`src/rtl/ct_fcnvt_itof_norm.sv`:
```
// Three-stage 64-bit integer to binary64 converter: magnitude, leading-zero normalize, round/pack.
// Global stall freezes every stage; flush kills all in-flight valids.
module ct_fcnvt_itof_norm (
    input  logic        forever_cpuclk,
    input  logic        cpurst_b,
    input  logic        itof_vld,
    input  logic [63:0] itof_src,
    input  logic        itof_signed,
    input  logic [2:0]  itof_rm,
    input  logic        pipe_stall,
    input  logic        itof_flush,
    output logic        itof_done,
    output logic [63:0] itof_result,
    output logic        itof_nx
);

    localparam logic [2:0] RmRtz = 3'b001;
    localparam logic [2:0] RmRdn = 3'b010;
    localparam logic [2:0] RmRup = 3'b011;
    localparam logic [2:0] RmRmm = 3'b100;

    logic        accept;
    logic        s1_vld_q, s1_sign_q, s1_zero_q;
    logic [2:0]  s1_rm_q;
    logic [63:0] s1_mag_q;
    logic        s2_vld_q, s2_sign_q, s2_zero_q, s2_guard_q, s2_sticky_q;
    logic [2:0]  s2_rm_q;
    logic [51:0] s2_frac_q;
    logic [10:0] s2_exp_q;
    logic        done_q, nx_q;
    logic [63:0] result_q;

    logic        src_sign;
    logic [5:0]  lzc;
    logic [62:0] norm;
    logic [10:0] exp_d2;
    logic        inc;
    logic [52:0] frac_sum;
    logic [10:0] exp_rnd;
    logic [63:0] result_d;
    logic        nx_d;

    assign accept   = itof_vld & ~pipe_stall & ~itof_flush;
    assign src_sign = itof_signed & itof_src[63];

    // Highest set bit wins; mag==0 leaves lzc at 0, which the zero flag masks later.
    always_comb begin
        lzc = 6'd0;
        for (int i = 0; i < 64; i++) begin
            if (s1_mag_q[i]) lzc = 6'(63 - i);
        end
        norm   = 63'(s1_mag_q << lzc);
        exp_d2 = 11'(11'd1086 - {5'd0, lzc});
    end

    always_comb begin
        case (s2_rm_q)
            RmRtz:   inc = 1'b0;
            RmRdn:   inc = s2_sign_q & (s2_guard_q | s2_sticky_q);
            RmRup:   inc = ~s2_sign_q & (s2_guard_q | s2_sticky_q);
            RmRmm:   inc = s2_guard_q;
            default: inc = s2_guard_q & (s2_sticky_q | s2_frac_q[0]);
        endcase
        // A carry out means the fraction wrapped to zero; only the exponent needs bumping.
        frac_sum = {1'b0, s2_frac_q} + {52'd0, inc};
        exp_rnd  = frac_sum[52] ? (s2_exp_q + 11'd1) : s2_exp_q;
        result_d = s2_zero_q ? 64'h0 : {s2_sign_q, exp_rnd, frac_sum[51:0]};
        nx_d     = ~s2_zero_q & (s2_guard_q | s2_sticky_q);
    end

    always_ff @(posedge forever_cpuclk or negedge cpurst_b) begin
        if (!cpurst_b) begin
            s1_vld_q    <= 1'b0;
            s1_sign_q   <= 1'b0;
            s1_zero_q   <= 1'b0;
            s1_rm_q     <= 3'd0;
            s1_mag_q    <= 64'd0;
            s2_vld_q    <= 1'b0;
            s2_sign_q   <= 1'b0;
            s2_zero_q   <= 1'b0;
            s2_guard_q  <= 1'b0;
            s2_sticky_q <= 1'b0;
            s2_rm_q     <= 3'd0;
            s2_frac_q   <= 52'd0;
            s2_exp_q    <= 11'd0;
            done_q      <= 1'b0;
            nx_q        <= 1'b0;
            result_q    <= 64'h0;
        end else if (itof_flush) begin
            s1_vld_q <= 1'b0;
            s2_vld_q <= 1'b0;
            done_q   <= 1'b0;
        end else if (!pipe_stall) begin
            s1_vld_q <= accept;
            s2_vld_q <= s1_vld_q;
            done_q   <= s2_vld_q;
            if (accept) begin
                s1_sign_q <= src_sign;
                s1_zero_q <= (itof_src == 64'd0);
                s1_rm_q   <= itof_rm;
                s1_mag_q  <= src_sign ? (~itof_src + 64'd1) : itof_src;
            end
            if (s1_vld_q) begin
                s2_sign_q   <= s1_sign_q;
                s2_zero_q   <= s1_zero_q;
                s2_rm_q     <= s1_rm_q;
                s2_frac_q   <= norm[62:11];
                s2_guard_q  <= norm[10];
                s2_sticky_q <= |norm[9:0];
                s2_exp_q    <= exp_d2;
            end
            if (s2_vld_q) begin
                result_q <= result_d;
                nx_q     <= nx_d;
            end
        end
    end

    assign itof_done   = done_q;
    assign itof_result = result_q;
    assign itof_nx     = nx_q;

endmodule
```
`config.mk`:
```
export PLATFORM = sky130hd
export DESIGN_NAME = ct_fcnvt_itof_norm
export DESIGN_NICKNAME = d
export VERILOG_FILES = /design/src/rtl/ct_fcnvt_itof_norm.sv
export SDC_FILE = /design/constraint.sdc
export NUM_CORES = 1
export LEC_CHECK = 0
export CELL_PAD_IN_SITES_DETAIL_PLACEMENT = 1
export CELL_PAD_IN_SITES_GLOBAL_PLACEMENT = 1
export CORE_AREA = 2 2 196 198
export CTS_BUF_LIST = sky130_fd_sc_hd__clkbuf_16
export CTS_CLUSTER_SIZE = 40
export DETAILED_ROUTE_END_ITERATION = 8
export DIE_AREA = 0 0 198 200
export PLACE_DENSITY = 0.81
export RECOVER_POWER = 25
export SLEW_MARGIN = 10
export SYNTH_ARGS = -nofsm -noshare
export SYNTH_HDL_FRONTEND = slang
export SYNTH_SLANG_ARGS = --single-unit
```
`constraint.sdc`:
```
create_clock -name forever_cpuclk -period 3.05 [get_ports forever_cpuclk]
set_input_delay 0.61 -clock forever_cpuclk [delete_from_list [all_inputs] [get_ports forever_cpuclk]]
set_output_delay 0.61 -clock forever_cpuclk [all_outputs]
set_load 0.01 [all_outputs]
```
==> results.txt <==
The run finished, with violations left. The final reports fail on max-capacitance violations, max-slew violations, negative setup slack. Entering global routing, the biggest net connects 81 pins. The cell area after synthesis came out at 14,800 um2.

The post-route non-filler standard cell count came out at 2,789. The number of H-tree branching levels is 1. The total met3 wirelength after detailed routing is 3680 um. The setup violation total in the final timing report came out at 58.

The predominant post-synthesis flop cell is sky130_fd_sc_hd__dfrtp_1. The wire length on met2 came out at 36,000 um. The placed wire-length estimate is 44,400 um. After synthesis, the mean cell area works out to 8.31 um2. The async set or reset register ratio after synthesis came out at 100%. The final net count came out at 2,341. The critical path class is register to register. The number of global-route vias before repair is 17,000. The synthesis-stage register bit count is 207. Pin placement for this block handled 139 I/O pins.

The worst setup path is launched from a register. The overall power consumption is 18.9 mW. The worst max-slew margin expressed relative to the limit came out at -75.6%. The routed metal-1 wire length came out at 27,200 um.

The number of maximum-capacitance violations came out at 1. For this run, the share of the core covered by cells in the final layout is 61.2%. Counting the fill cells in the layout gives 4,164.

At the end of routability-driven placement, the weighted congestion stood at 0.952. The count of unique library cells instantiated by Yosys is 81. The remaining global-route overflow is 0. The die is 200 um tall. The routed via count is 16,800.

The minimum setup slack after placement came out at -0.752 ns. The number of instances in the synthesized netlist is 1,786. The DRC violation total after the first TritonRoute iteration came out at 1,262.

The number of antenna diodes came out at 0. The clock sink count is 207. The cell area reported after detailed placement is 19,600 um2. Using the TritonRoute via totals, the vias-per-cell ratio works out to 6.04.

The share of total power dissipated in sequential elements is 23.1%. At the pin with the least slew margin, the transition time is 2.63 ns. The share of total power dissipated in the clock network is 15.2%. TritonCTS built the clock tree. In the global route stage, overall resource usage came out at 30.7%.

The data required time at the worst endpoint is 3.48 ns. The cell count after placement came out at 2,705. Clock tree synthesis selected as its root buffer the cell sky130_fd_sc_hd__clkbuf_16. The setup TNS is -29.25 ns. The row count is 71. Summed over all instances, the cell type with the most area after synthesis is sky130_fd_sc_hd__dfrtp_1.

The number of antenna violations at the first check in global routing is 0. The tightest hold path in the finished design has a slack of 0.480 ns. STA classifies the critical path endpoint as a register. For this run, the number of Yosys warnings is 0. The leading cell type in the layout, fill and taps excluded is sky130_fd_sc_hd__buf_4.

The total non-filler cell area in the finished layout is 22,900 um2. The post-synthesis to final-layout area growth is 54.2%. The share of total power dissipated in combinational logic is 61.7%. The number of hold buffers added after CTS came out at 0. The net switching power is 8.23 mW. The core outline area came out at 37,400 um2. In this run switching power makes up 43.5% of total power. Clock latency on the worst-skew pair, taken at its later pin, is 0.56 ns. The final routed wire length divided by cell count came out at 25.7 um. By area the synthesized netlist is led by sky130_fd_sc_hd__dfrtp_1 (35%), sky130_fd_sc_hd__mux2i_1 (12%), sky130_fd_sc_hd__nand2_1 (7.7%), sky130_fd_sc_hd__o21ai_0 (5.9%), sky130_fd_sc_hd__xnor2_1 (3.7%). Once detail routing completed, the nets flagged for antenna violations numbered 0. The setup clock skew after layout is 0.0240 ns.

The upper clock frequency limit is 266 MHz. The share of the clock period used by the worst path after layout came out at 123%. The internal power of the cells totals 10.7 mW. The die outline area is 39,600 um2. The setup slack after layout is -0.712 ns. Setup repair after global routing could not meet its margin everywhere. The number of hold-slack violations in the final timing report came out at 0.

The share of synthesized area occupied by flip-flops and latches came out at 34.9%. Synthesis produced a netlist with a net count of 1,864. Cells with a size suffix above 1 make up 35.6% of the layout.

The max-slew violation count is 49. The peak supply drop is 367 uV. The count of TritonRoute iterations in the first routing pass came out at 5. The worst hold path belongs to the class register to register.

The areal power density over the cells is 826 nW/um2. The buffer levels on the longest clock path is 3. The number of synthesized flops with an enable pin is 0.

Summed over its instances, the top area cell type makes up 34.9% of the synthesized netlist area. The number of buffers inserted during clock tree synthesis is 24. The routed design could run at a clock period as short as 3.76 ns. The static leakage is 9.50 nW. The first global-routing pass estimated 95,400 um of wire. The count of buffers from port buffering is 138. The die is 198 um wide. In the layout the commonest cells are sky130_fd_sc_hd__buf_4 (383), sky130_fd_sc_hd__nand2_1 (290), sky130_fd_sc_hd__dfrtp_1 (205). The clock transition at the registers of the reported paths came out at 0.07 ns. After detailed routing, the number of remaining DRC violations is 0.

The detailed router used layers up to and including met4. The largest fanout on the critical path came out at 7. The wire length after detailed routing is 71,600 um.

The starting density of the core came out at 39.7%. The arrival time reported for the critical path endpoint is 4.19 ns.
-- cell type report --
class,count,area (um2),share of cell area [%]
timing repair buffer,582,5150,22.5
sequential,207,5180,22.6
clock inverter,16,134,0.585
tap,511,639,2.79
clock buffer,25,626,2.73
multi-input combinational,1418,11100,48.3
inverter,30,115,0.503
-- cells by family after synthesis --
kind of cell,after synthesis,share of synthesized area [%]
and+or+nand+nor,644,20.0
AOI/OAI and AO/OA,437,18.4
DFF,207,34.9
muxes,206,14.2
buffers and inverters,162,4.69
xor gates and xnor gates,125,7.37
adders and majority gates,5,0.421
-- flip-flops by register name, indices dropped and copies added (netlist names) --
name         count
s2_vld_q         1
s1_zero_q        1
s2_rm_q          3
s2_guard_q       1
s2_frac_q       52
s1_vld_q         1
itof_nx          1
s1_mag_q        64
s2_exp_q        11
s2_sticky_q      1
s2_zero_q        1
itof_done        1
itof_result     64
s1_rm_q          3
s2_sign_q        1
s1_sign_q        1
-- cell usage after synthesis, types with 20 or more instances --
cell and instances:
sky130_fd_sc_hd__nand3_1 42, sky130_fd_sc_hd__nand2_1 306, sky130_fd_sc_hd__inv_1 29, sky130_fd_sc_hd__xor2_1 62, sky130_fd_sc_hd__nor3_1 24, sky130_fd_sc_hd__xnor2_1 63, sky130_fd_sc_hd__nor2_1 121, sky130_fd_sc_hd__o211ai_1 20
sky130_fd_sc_hd__a21oi_1 79, sky130_fd_sc_hd__mux2i_1 185, sky130_fd_sc_hd__buf_2 34, sky130_fd_sc_hd__o21ai_0 174, sky130_fd_sc_hd__clkbuf_1 81, sky130_fd_sc_hd__a211oi_1 26, sky130_fd_sc_hd__dfrtp_1 207
-- power groups by stage --
stage                     clock [mW]  sequential (mW)  combinational, mW
after floorplan                    0             4.22               4.12
after global placement             0             4.23               8.21
after detailed placement           0             4.31               8.47
after CTS                       2.90             4.28               9.55
after global routing            3.02             4.46               12.1
final                           2.88             4.37               11.7
-- repair_timing --
item / 4_1_cts / 5_1_grt
endpoints found under the setup margin: 74 / 86
pin swaps: 45 / 75
setup buffers: 24 / 25
resized for setup: 190 / 275
gates cloned: 2 / 4
-- critical path: stages, from the launching register on --
cell and delay (ns):
sky130_fd_sc_hd__dfrtp_2 0.45, sky130_fd_sc_hd__nor4_4 0.35, sky130_fd_sc_hd__nand2_1 0.17, sky130_fd_sc_hd__or3_4 0.48
sky130_fd_sc_hd__o31ai_4 0.36, sky130_fd_sc_hd__buf_8 0.23, sky130_fd_sc_hd__mux2i_4 0.33, sky130_fd_sc_hd__mux2i_2 0.17
sky130_fd_sc_hd__buf_4 0.17, sky130_fd_sc_hd__mux2i_1 0.25, sky130_fd_sc_hd__mux2_4 0.26, sky130_fd_sc_hd__nand2_4 0.07
sky130_fd_sc_hd__buf_6 0.12, sky130_fd_sc_hd__a32o_1 0.23
-- final timing paths --
| check | cells after the start | slack, ns | startpoint | end |
|---|---|---|---|---|
| max in group asynchronous | 2 | 0.14 | cpurst_b | s1_mag_q[0]$_DFFE_PN0P_ |
| min reg2reg | 2 | 0.48 | itof_result[36]$_DFFE_PN0P_ | itof_result[36]$_DFFE_PN0P_ |
| max reg2reg | 13 | -0.71 | s1_mag_q[55]$_DFFE_PN0P_ | s2_frac_q[17]$_DFFE_PN0P_ |
| min | 2 | 0.48 | itof_result[36]$_DFFE_PN0P_ | itof_result[36]$_DFFE_PN0P_ |
| max | 13 | -0.71 | s1_mag_q[55]$_DFFE_PN0P_ | s2_frac_q[17]$_DFFE_PN0P_ |
| min in group asynchronous | 1 | 0.88 | cpurst_b | itof_result[61]$_DFFE_PN0P_ |
-- routing by layer --
metal,GRT usage [%],vias to the layer above
li1,-,7343
met1,36.9,8458
met2,55.1,739
met3,3.44,303
met4,14.4,0
met5,0,-
Note: power is estimated with default switching activity, not from simulation.
